**src/rtl/gpio_bank.sv**
```systemverilog
// gpio_bank: memory-mapped GPIO block with registered LED outputs, synchronised
// switch inputs, rising-edge status capture and a level interrupt.
//
// Optional build macro: GPIO_DEBOUNCE_EN adds a per-bit stability counter
// (DEB_CYCLES edges) between the synchroniser and the IN register.
//
// Ports:
//   clk           - sole clock, rising edge
//   reset         - asynchronous active-low reset
//   Adr_in        - bus address; [31:16] must equal BASE_HI for a hit
//   Data_in       - bus write data; only [WIDTH-1:0] is used
//   we_in         - write strobe, qualified per cycle
//   gpio_port_in  - switch pins, asynchronous to clk
//   Data_out      - read data, combinational from Adr_in, zero-extended
//   gpio_port_out - LED pins (OUT register)
//   set_leds      - one-cycle pulse after an accepted OUT write
//   irq           - |(IRQ_STAT & IRQ_EN)
//
// Register offsets (Adr_in[15:0]): 0x0024 OUT, 0x0028 IN, 0x002C IRQ_EN,
// 0x0030 IRQ_STAT (write-1-to-clear).
module gpio_bank #(
  parameter int          WIDTH      = 8,
  parameter logic [15:0] BASE_HI    = 16'h1001,
  parameter int          DEB_CYCLES = 4
) (
  input  logic             clk,
  input  logic             reset,
  input  logic [31:0]      Adr_in,
  input  logic [31:0]      Data_in,
  input  logic             we_in,
  input  logic [WIDTH-1:0] gpio_port_in,
  output logic [31:0]      Data_out,
  output logic [WIDTH-1:0] gpio_port_out,
  output logic             set_leds,
  output logic             irq
);

  localparam logic [15:0] OFF_OUT  = 16'h0024;
  localparam logic [15:0] OFF_IN   = 16'h0028;
  localparam logic [15:0] OFF_IEN  = 16'h002C;
  localparam logic [15:0] OFF_STAT = 16'h0030;

  logic [WIDTH-1:0] out_q, out_d;
  logic [WIDTH-1:0] ien_q, ien_d;
  logic [WIDTH-1:0] stat_q, stat_d;
  logic [WIDTH-1:0] sync1_q, sync2_q;
  logic [WIDTH-1:0] prev_q, prev_d;
  logic             set_leds_q, set_leds_d;
  logic [WIDTH-1:0] in_val;
  logic [WIDTH-1:0] wdata;
  logic [WIDTH-1:0] rise;
  logic             hit;
  logic             wr_out, wr_ien, wr_stat;

  // Only the low WIDTH bits of write data are architecturally used.
  logic unused_data;
  assign unused_data = ^Data_in;

  // Two-flop synchroniser per bit.
  always_ff @(posedge clk or negedge reset) begin
    if (!reset) begin
      sync1_q <= '0;
      sync2_q <= '0;
    end else begin
      sync1_q <= gpio_port_in;
      sync2_q <= sync1_q;
    end
  end

`ifdef GPIO_DEBOUNCE_EN
  logic [WIDTH-1:0]      filt_q, filt_d;
  logic [WIDTH-1:0][7:0] cnt_q, cnt_d;

  // The filtered bit follows the synchronised bit only after it has differed
  // for DEB_CYCLES consecutive edges; agreeing again restarts the count.
  always_comb begin
    filt_d = filt_q;
    cnt_d  = cnt_q;
    for (int unsigned i = 0; i < WIDTH; i++) begin
      if (sync2_q[i] != filt_q[i]) begin
        if (cnt_q[i] == 8'(DEB_CYCLES - 1)) begin
          filt_d[i] = sync2_q[i];
          cnt_d[i]  = '0;
        end else begin
          cnt_d[i] = cnt_q[i] + 8'd1;
        end
      end else begin
        cnt_d[i] = '0;
      end
    end
  end

  always_ff @(posedge clk or negedge reset) begin
    if (!reset) begin
      filt_q <= '0;
      cnt_q  <= '0;
    end else begin
      filt_q <= filt_d;
      cnt_q  <= cnt_d;
    end
  end

  assign in_val = filt_q;
`else
  localparam int DEB_CYCLES_UNUSED = DEB_CYCLES;
  assign in_val = sync2_q;
`endif

  // Bus decode and register next-state.
  always_comb begin
    hit     = (Adr_in[31:16] == BASE_HI);
    wdata   = Data_in[WIDTH-1:0];
    wr_out  = we_in && hit && (Adr_in[15:0] == OFF_OUT);
    wr_ien  = we_in && hit && (Adr_in[15:0] == OFF_IEN);
    wr_stat = we_in && hit && (Adr_in[15:0] == OFF_STAT);

    // prev_q resets to 0, so a pin held high through reset still reports a rise.
    rise   = in_val & ~prev_q;
    prev_d = in_val;

    out_d      = wr_out ? wdata : out_q;
    ien_d      = wr_ien ? wdata : ien_q;
    set_leds_d = wr_out;

    // A rise on the same edge as its W1C leaves the bit set.
    stat_d = (stat_q & ~(wr_stat ? wdata : '0)) | rise;
  end

  always_ff @(posedge clk or negedge reset) begin
    if (!reset) begin
      out_q      <= '0;
      ien_q      <= '0;
      stat_q     <= '0;
      prev_q     <= '0;
      set_leds_q <= 1'b0;
    end else begin
      out_q      <= out_d;
      ien_q      <= ien_d;
      stat_q     <= stat_d;
      prev_q     <= prev_d;
      set_leds_q <= set_leds_d;
    end
  end

  // Read mux: zero on any non-hit or unmapped offset.
  always_comb begin
    Data_out = '0;
    if (hit) begin
      case (Adr_in[15:0])
        OFF_OUT:  Data_out = 32'(out_q);
        OFF_IN:   Data_out = 32'(in_val);
        OFF_IEN:  Data_out = 32'(ien_q);
        OFF_STAT: Data_out = 32'(stat_q);
        default:  Data_out = '0;
      endcase
    end
  end

  assign gpio_port_out = out_q;
  assign set_leds      = set_leds_q;
  assign irq           = |(stat_q & ien_q);

endmodule

```
**config.mk**
```make
export PLATFORM = sky130hd
export DESIGN_NAME = gpio_bank
export DESIGN_NICKNAME = d
export VERILOG_FILES = /design/src/rtl/gpio_bank.sv
export SDC_FILE = /design/constraint.sdc
export NUM_CORES = 1
export LEC_CHECK = 0
export CORE_AREA = 10 10 88 90
export DETAILED_ROUTE_END_ITERATION = 7
export DIE_AREA = 0 0 98 100
export PLACE_DENSITY = 0.78
export SLEW_MARGIN = 5
export SYNTH_ARGS = -nofsm -noshare
export SYNTH_HDL_FRONTEND = slang
export SYNTH_SLANG_ARGS = --single-unit
```
**constraint.sdc**
```tcl
create_clock -name clk -period 2.8 [get_ports clk]
set_input_delay 0.42 -clock clk [delete_from_list [all_inputs] [get_ports clk]]
set_output_delay 0.42 -clock clk [all_outputs]
set_load 0.02 [all_outputs]
```
==> run summary, run 1 <==
STA classifies the critical path endpoint as an output pin. The initialized floorplan defines 29 standard-cell rows. The number of global-route vias before repair is 1990. The share of total power in the clock network came out at 30.9%. The floorplan step set the die height to 100 µm.

Leaving out fill and tap cells, the most frequent cell in the layout is dfrtp_1. The tightest min-delay check is of the primary input to async pin type. Once the floorplan was initialized, standard cells occupied 38.2% of the core. The CTS H-tree depth came out at 2. The maximum ir drop on the vdd rail came out at 0.306 mV. The highest achievable clock rate came out at 365 MHz. Buffers inserted during clock tree synthesis total 5. The top cell type by area accounts for 52.3% of the synthesized area. The first routing iteration left 127 violations.

The number of optimization iterations in the first detailed-route pass is 4. The tightest slew margin relative to the limit came out at 61.1%. After detailed routing, the total wire length is 6660 µm.

The post-synthesis cell count came out at 187. Of the total power, the share spent switching nets is 24.9%. For this block, the via count after detailed routing is 1850. The register area came out at 1230 µm². For this run, the slowest stage of the critical path takes 0.69 ns. The later pin in the worst-skew pair is clocked with a latency of 0.30 ns. The final HPWL from detailed placement came out at 4840 µm. The chip width is 98 µm.

Setup repair after global routing could not meet its margin everywhere. Across the run, the number of max-cap violations was 0. The cell class contributing the biggest share of worst-path delay is simple AND/OR/NAND/NOR gates. The number of nets with antenna violations after routing is 0. The share of post-route cells with drive strength above 1 came out at 31.8%. The power dissipated by switching net loads is 323 µW. The worst setup path is launched from a primary input. The top routing layer in use is met4. By area the synthesized netlist is led by dfrtp_1 52%, mux2_2 10%, buf_4 7.7%, a22o_1 3.0%, nand4_1 2.7%. The floorplan step defined a die boundary enclosing 9800 µm². During synthesis, Yosys emitted a total of 0 warnings.

Using the TritonRoute via totals, the vias-per-cell ratio works out to 5.18. The number of synthesized flops with an enable pin is 0. The worst clock skew came out at 0.00768 ns. Port buffering added 68 buffers. Among all stages on the critical path, the largest delay is contributed by or4b_2. At the worst endpoint, the arrival time is 2.32 ns. The library cells used most frequently in the layout, excluding fill and tap cells, are 49 x dfrtp_1, 46 x clkdlybuf4s50_1, 28 x buf_4, 24 x conb_1, 21 x mux2_2. In this run, synthesis produced a sequential element count of 49. By instance count, the cell type seen most on the critical path is buf_4. The wire length of the first global-routing pass came out at 10500 µm. Walking the worst path, the cells encountered are clkdlybuf4s50_1, or4b_2, nor4_4, buf_4, nand2_1, a31oi_1, buf_4. The register share of total power is 56.4%. The cell type contributing the most total cell area after synthesis is dfrtp_1. The final max-slew violation count was 0. The run finished with clean final reports. The per-instance average area after synthesis is 12.5 µm².

The share of the cycle needed by the critical path after routing is 97.9%. The final hold violation count came out at 0. In the final design database the tool counted 354 nets. TritonCTS built the clock tree. The largest net degree at the start of global routing came out at 27. In this run the power density over the cells is 383 nW/µm². The critical path start-end classification is primary input to output pin. The area occupied by multi-input gates came out at 1080 µm².

The finished layout holds 357 standard cells, fillers aside. The total of fill cells in the finished design is 531. At the end of routability-driven placement, the weighted congestion stood at 0.898. The root buffer cell is clkbuf_8. Along the worst path, the maximum fanout reaches 4. The post-layout utilization of the core is 55.2%. The data required time at the worst endpoint came out at 2.38 ns. Global routing used 13.0% of the available tracks.

The detailed-routing wirelength on met1 is 2880 µm. 117 I/O pins were placed. In this run the cell area of the synthesized design comes to 2340 µm². After detailed routing, the number of remaining DRC violations is 0. The smallest clock period supported by the final layout is computed as 2.74 ns. The most used flip-flop cell after synthesis is dfrtp_1. The transition at the pin with the smallest max-transition slack came out at 0.581 ns. The register area share after synthesis is 52.3%. The clock input transition at the sequential cells of the worst setup and hold paths came out at 0.09 ns.

The internal power of the cells is 975 µW. Counting both buffers and inverters, the worst setup path holds a total of 3. The leakage power summed over all cells came out at 0.00161 µW. The number of setup violations in the final report came out at 0. The share of synthesized registers carrying an async set or reset is 100%. The part of the power in combinational logic came out at 12.7%.

The area inside the core boundary came out at 6130 µm². The sink count of the clock tree is 49. The average routed wire per standard cell came out at 18.7 µm. The initial antenna violation count came out at 0.

The maximum number of buffers from clock root to sink is 2. The length of routed met3 wiring is 608 µm. The aggregate global routing overflow is 0. The number of placed cells counting well taps came out at 340. The length of routed met2 wiring came out at 3080 µm. The number of distinct library cell variants in the gate-level netlist after synthesis is 35. The final antenna diode count came out at 0. The area overhead of the layout relative to synthesis is 44.3%.
[metal layers]
layer / vias up / track usage (%)
met5: - / 0
met4: 0 / 4.36
met3: 10 / 4.40
met2: 97 / 20.0
met1: 900 / 16.6
li1: 843 / -
[registers in the layout, summed over array words and instances (netlist names)]
signal,flops
gpio_port_out,8
sync1_q,8
in_val,8
ien_q,8
set_leds,1
prev_q,8
stat_q,8
[final cells by class]
| class | count | share of cell area (%) |
|---|---|---|
| Clock inverter | 3 | 0.518 |
| Clock buffer | 5 | 2.03 |
| Sequential cell | 49 | 36.2 |
| Inverter | 8 | 0.887 |
| Timing Repair Buffer | 92 | 25.4 |
| Multi-Input combinational cell | 123 | 32.1 |
| Tap cell | 77 | 2.85 |
[kinds of logic after synthesis]
family / share of synthesized area, %
XOR/XNOR: 0.374
AND/OR/NAND/NOR: 17.8
AO/OA/AOI/OAI: 7.20
flip-flops: 52.3
multiplexers: 11.8
other: 0.160
buffers and inverters: 10.4
[per-stage QoR]
step	setup TNS (ns)	cell area, µm²	total power [µW]	hold slack, ns	setup WS [ns]
final	0	3380	1300	0.0928	0.0582
after global routing	-0.0264	3380	1350	0.131	-0.00912
after CTS	0	3250	1300	0.111	0.000492
after detailed placement	-4.74	3120	902	0.335	-0.718
after global placement	-4.42	3120	899	0.331	-0.619
after floorplan	0	2430	823	0.124	0.0945
[synth_stat cells, types with 3 or more instances]
cell type  number
nor4_1          5
mux2_2         21
or4b_2          5
nand4_1        10
a31oi_1         3
nand2_1         3
nand4b_1        3
or4_1           4
buf_4          24
a22o_1          8
dfrtp_1        49
a22oi_1         4
inv_1           8
a222oi_1        5
nor2_1          7
nand3_1         4
[power by group through the flow]
| stage | sequential (µW) | combinational, µW | clock [µW] |
|---|---|---|---|
| 2_1_floorplan | 744 | 78.8 | 0 |
| 3_3_place_gp | 746 | 153 | 0 |
| 3_5_place_dp | 747 | 155 | 0 |
| 4_1_cts | 733 | 158 | 412 |
| 5_1_grt | 735 | 179 | 441 |
| 6_report | 732 | 165 | 401 |
[path summary, 6_finish.rpt]
path / slack [ns] / cells past startpoint / from / to
setup / recovery: 0.06 / 7 / Adr_in[15] / Data_out[0]
hold / removal: 0.09 / 1 / reset / in_val[0]
setup reg to reg: 1.99 / 1 / ien_q[5] / ien_q[5]
hold reg to reg: 0.34 / 0 / sync1_q[5] / in_val[5]
max in group asynchronous: 1.96 / 2 / reset / gpio_port_out[1]
min in group clk: 0.34 / 0 / sync1_q[5] / in_val[5]
[repair_timing]
action / 4_1_cts / 5_1_grt
resized for setup: 55 / 20
hold buffers: 0 / 0
pin swaps: 8 / 12
endpoints found under the setup margin: 8 / 8
cloned: 0 / 1
buffers inserted: 3 / 5
(Power assumes the default switching activity.)
==> run 2, diff against run 1 <==
- clock period: 2.8 -> 2.7 ns (I/O delays scaled with it)
==> run 2 against run 1 <==
The flow now finishes with violations (setup timing). Die area did not move. Clock power increased by 4%. Worst setup slack got worse by 0.065 ns. Sequential share of layout area down 0.84 points. Combinational power is 2% higher. Largest cell class unchanged. Critical path depth unchanged. Sequential cell count unchanged. Final cell count did not move. Sequential power up 3.8%.
==> run summary, run 2 (synthesis results as in run 1) <==
The run finished, with violations left. The checks that failed: setup timing. The total of max-cap violations came out at 0. The final hold violation count was 0. The area occupied by multi-input gates is 1140 µm². The wire length after detailed routing is 6620 µm. Leaving out fill and tap cells, the most frequent cell in the layout is dfrtp_1. The tightest min-delay check is of the primary input to async pin type. The first global-routing pass estimated 10700 µm of wire. After clock tree synthesis, the clock-pin slew on the worst setup and hold paths is 0.09 ns.

The number of global-route vias before repair is 2027. Setup violations remaining at the end of the flow were counted as 1. The die extent in y came out at 100 µm.

The aggregate global routing overflow came out at 0. The maximum number of buffers from clock root to sink came out at 2. The register area came out at 1230 µm². The setup slack after layout came out at -0.00662 ns. In this run the static leakage power is 0.00161 µW. For this design, the sink count on the clock tree is 49. The initial antenna violation count came to 0. The worst setup path is captured at an output pin. On the final layout, the worst hold slack is 0.0785 ns. The share of post-route cells with drive strength above 1 is 34.6%. The area overhead of the layout relative to synthesis is 47.8%. The number of top-level design ports came out at 117. Cells fill 56.5% of the core in the end.

The largest net degree at the start of global routing is 27. The weighted congestion reported at the end of routability-driven placement came out at 0.898. The number of optimization iterations in the first detailed-route pass is 5. The total CTS buffers is 5. The average routed wire per standard cell is 18.5 µm. The largest fanout on the critical path is 5. The die area is 9800 µm². The residual DRC count came out at 0. At the pin with the least slew margin, the transition time is 0.575 ns. TritonCTS built the clock tree. The maximum ir drop on the vdd rail came out at 0.319 mV. CTS placed an instance of clkbuf_8 at the clock tree root.

The H-tree generated during clock tree synthesis spans 2 levels. The minimum period implied by the final worst setup slack came out at 2.71 ns. Data arrives at the worst endpoint at 2.30 ns. The final-stage net count came out at 354. The ratio of routed vias to standard cells came out at 5.19.

The number of nets with antenna violations after routing is 0. Measured against its own limit, the worst slew margin works out to 61.6%. The filler cells instantiated in the layout total 532. The area inside the core boundary came out at 6130 µm². The highest achievable clock rate is 369 MHz. The final max-slew violation count is 0. The top cell types in the final layout, fill and taps aside, are 49 x dfrtp_1, 40 x clkdlybuf4s50_1, 24 x conb_1, 23 x buf_4, 21 x mux2_2.

The total global-route track usage is 13.2%. The number of core rows came out at 29. In this run, the number of DRC markers left after iteration 0 of detailed routing was 154.

Across the routed clock network, the largest skew measured is 0.0100 ns. The worst path uses 100% of the clock period. STA puts the critical path data required time at 2.30 ns. By startpoint and endpoint, the worst setup path is classified as primary input to output pin.

The final antenna diode count is 0. Measured along the x axis, the die boundary spans 98 µm. The number of vias after detailed routing is 1852.

The power per unit of standard cell area is 388 nW/µm². The final HPWL from detailed placement came out at 4840 µm. The clock reaches the later pin of the worst-skew pair after 0.31 ns.

For this configuration, the core starts out at a cell density of 38.2%. The count of port buffers added during placement is 68. The launching element type of the critical path is a primary input.
## run 2: per-layer routing
layer | up-vias | routed length [µm] | GRT usage, %
met5 | - | 0 | 0
met4 | 0 | 89 | 4.36
met3 | 10 | 622 | 4.60
met2 | 89 | 3150 | 20.5
met1 | 908 | 2760 | 16.8
li1 | 845 | - | -
## run 2: path summary, 6_finish.rpt
kind                             from               end  slack (ns)  cells after the start
max in group asynchronous       reset  gpio_port_out[1]        1.87                      2
min reg2reg                sync1_q[5]         in_val[5]        0.34                      0
min in group clk           sync1_q[5]         in_val[5]        0.34                      0
min                             reset         stat_q[7]        0.08                      1
max                        Adr_in[18]       Data_out[2]      -0.007                      7
max reg2reg                  ien_q[5]          ien_q[5]        1.89                      1
## run 2: metrics by stage
step / instance area, µm² / setup WS, ns / instances / TNS [ns] / power (µW)
2_1_floorplan: 2430 / 0.0245 / 210 / 0 / 853
3_3_place_gp: 3120 / -0.689 / 340 / -5.19 / 932
3_5_place_dp: 3120 / -0.788 / 340 / -5.80 / 935
4_1_cts: 3290 / -0.0106 / 352 / -0.0106 / 1350
5_1_grt: 3460 / -0.0656 / 357 / -0.295 / 1400
6_report: 3460 / -0.00662 / 357 / -0.00662 / 1340
## run 2: area by class of cell
type | count | area share [%]
Tap cell | 77 | 2.78
Clock buffer | 5 | 1.99
Sequential cell | 49 | 35.4
Multi-Input combinational cell | 123 | 33.0
Clock inverter | 3 | 0.506
Inverter | 8 | 0.867
Timing Repair Buffer | 92 | 25.5
## run 2: critical path, cell delays in order
cell and delay, ns:
clkdlybuf4s50_1 0.41, or4b_4 0.56, nor4_4 0.34, nand4_1 0.17, buf_6 0.19, nor2_4 0.10
buf_6 0.12
## run 2: what timing repair did
item                                    4_1_cts  5_1_grt
resized for setup                            74       30
endpoints found under the setup margin        8        8
endpoints found under the hold margin         0        0
setup buffers                                 3        5
cloned                                        1        0
pin swaps                                    13       17
hold buffers                                  0        0
## run 2: where the power goes
part	switching, µW	internal [µW]	total, µW
clock network	237	179	416
logic	90.2	79.0	169
registers	8.41	751	760
total	336	1010	1340
==> run 3, diff against run 2 <==
- CORE_AREA: 10 10 88 90 -> 10 10 85 87
- DIE_AREA: 0 0 98 100 -> 0 0 95 97
- PLACE_DENSITY: 0.78 -> 0.8
- clock period: 2.7 -> 3.24 ns (I/O delays scaled with it)
==> run 3 against run 2 <==
Via count is 2.0% lower. Clock power down 16%. Critical path type unchanged. Power is 17% lower. The flow now finishes without violations. Largest power group unchanged.
==> run summary, run 3 (synthesis results as in run 1) <==
The run finished with clean final reports. The detailed router finished its first iteration with 182 violations. The number of vias after detailed routing is 1815. After legalization and detailed placement, the total HPWL measured 4870 µm.

Headroom to the max-slew limit came out at 46.7%. The number of global-route vias before repair is 1884. The total CTS buffers is 5. The data required time at the worst endpoint came out at 2.75 ns.

The worst clock skew is 0.00851 ns. The leakage power summed over all cells came out at 0.00140 µW. The count of buffers added on input and output ports is 68.

The minimum period implied by the final worst setup slack came out at 3.13 ns. Setup repair after global routing left no endpoint under its margin. The root buffer cell chosen for the clock tree is clkbuf_8.

The aggregate global routing overflow came out at 0. The final max-slew violation count is 0. The latest clock arrival within the worst-skew pair is 0.30 ns. The initial antenna violation count came out at 0. The maximum ir drop on the vdd rail is 0.262 mV. The number of core rows is 27.

STA classifies the critical path endpoint as an output pin. The die is 95 µm wide. After detailed routing, the total wire length is 6400 µm. Among all stages on the critical path, the largest delay is contributed by or4b_2.

The sink count of the clock tree came out at 49. The cell class contributing the biggest share of worst-path delay is buffers and inverters. In the finished design, the share of the clock period the worst path needs comes to 96.5%. The peak per-stage delay on the critical path came out at 0.74 ns. For this design the ratio of total power to cell area is 350 nW/µm². The tightest min-delay check is of the primary input to async pin type. The area inside the core boundary is 5470 µm².

The transition at the pin with the smallest max-transition slack came out at 0.799 ns. The wire length of the first global-routing pass came out at 9800 µm. The area overhead of the layout relative to synthesis came out at 36.1%. The maximum number of buffers from clock root to sink is 2. The total non-filler cell area in the finished layout came out at 3190 µm². The residual DRC count came out at 0. The critical path is of the primary input to output pin type. The library cell used most frequently in the layout, excluding fill and tap cells, is clkdlybuf4s50_1.

The buffers plus inverters on the worst setup path came out at 3. The total global-route track usage came out at 13.4%. Across the run, the number of max-cap violations was 0. The die extent in y is 97 µm. The instance area at placement came out at 3090 µm². The first detailed-routing pass took 4 iterations. The starting density of the core came out at 42.8%. The count of nets left with antenna violations once routing finished came out at 0. The weighted congestion reported at the end of routability-driven placement came out at 0.909. The worst setup path is launched from a primary input. After detailed routing, the number of vias per cell comes to 5.31.

Entering global routing, the biggest net connects 38 pins. For this run, the top clock speed supported by timing is 320 MHz. The number of top-level design ports is 117. The number of setup violations in the final report is 0. In the layout the commonest cells are 59 x clkdlybuf4s50_1, 49 x dfrtp_1, 24 x conb_1, 21 x mux2_2, 14 x buf_4. The final hold violation count came to 0. Dividing the detail-routed wire length by the instance count gives 18.7 µm. The die area came out at 9220 µm². Buffers inserted to repair hold after CTS numbered 0.

The final-stage net count is 344. The signal on the critical path passes through clkdlybuf4s50_1, or4b_2, nor4_4, buf_4, a222oi_1, nor2_1, dlygate4sd2_1. The critical path arrival came out at 2.64 ns.

The CTS H-tree depth came out at 2. The clock input transition at the sequential cells of the worst setup and hold paths came out at 0.09 ns. The final antenna diode count came out at 0. The largest fanout on the critical path is 7. Cells fill 58.3% of the core in the end. The share of post-route cells with drive strength above 1 is 23.3%. TritonCTS built the clock tree.
## run 3: changes by cell type in the layout (fill, tap and decap cells not counted), sizes merged
cell           previous run  this run
dlymetal6s2s              5         0
clkinv                    2         0
buf                      32        15
dlygate4sd2              13         3
clkinvlp                  1         2
clkdlybuf4s50            40        59
clkdlybuf4s15             2         4
clkbuf                    5         7
## run 3: area by class of cell
cell class	count	area [µm²]
Sequential cell	49	1230
Fill cell	472	2280
Timing Repair Buffer	82	776
Clock buffer	6	72.6
Tap cell	72	90.1
Clock inverter	2	15.0
Inverter	8	30.0
Multi-Input combinational cell	123	981
## run 3: worst paths after layout
path                                  start                to  slack [ns]  cells after the start
setup / recovery                  Adr_in[4]       Data_out[5]        0.11                      7
hold / removal                        reset         prev_q[7]        0.27                      1
setup reg to reg           gpio_port_out[4]  gpio_port_out[4]        2.42                      1
hold reg to reg                  sync1_q[4]         in_val[4]        0.35                      0
max in group asynchronous             reset          ien_q[4]        2.29                      2
min in group clk                 sync1_q[4]         in_val[4]        0.35                      0
## run 3: power by group
group / leakage (µW) / switching (µW) / total, µW / internal (µW)
Combinational: 0.000775 / 69.0 / 135 / 66.0
Clock: 0.0000374 / 196 / 349 / 152
Sequential: 0.000587 / 6.96 / 633 / 626
## run 3: through the flow
step                      setup TNS, ns  hold slack (ns)  total power, µW  setup slack [ns]  std cells
after floorplan                       0            0.190              711             0.403        210
after global placement            -1.94            0.332              774            -0.335        334
after detailed placement          -1.87            0.335              776            -0.339        334
after CTS                             0            0.291             1120           0.00125        342
after global routing                  0            0.342             1170            0.0134        342
final                                 0            0.268             1120             0.114        342
## run 3: repair_timing
action,in CTS,in global routing
setup buffers,0,0
endpoints found under the setup margin,8,8
gates resized for setup,17,6
## run 3: per-layer routing
metal	up-vias	GRT usage, %	routed length [µm]
li1	827	-	-
met1	880	16.2	2660
met2	97	21.4	3020
met3	11	4.55	596
met4	0	4.46	120
met5	-	0	0
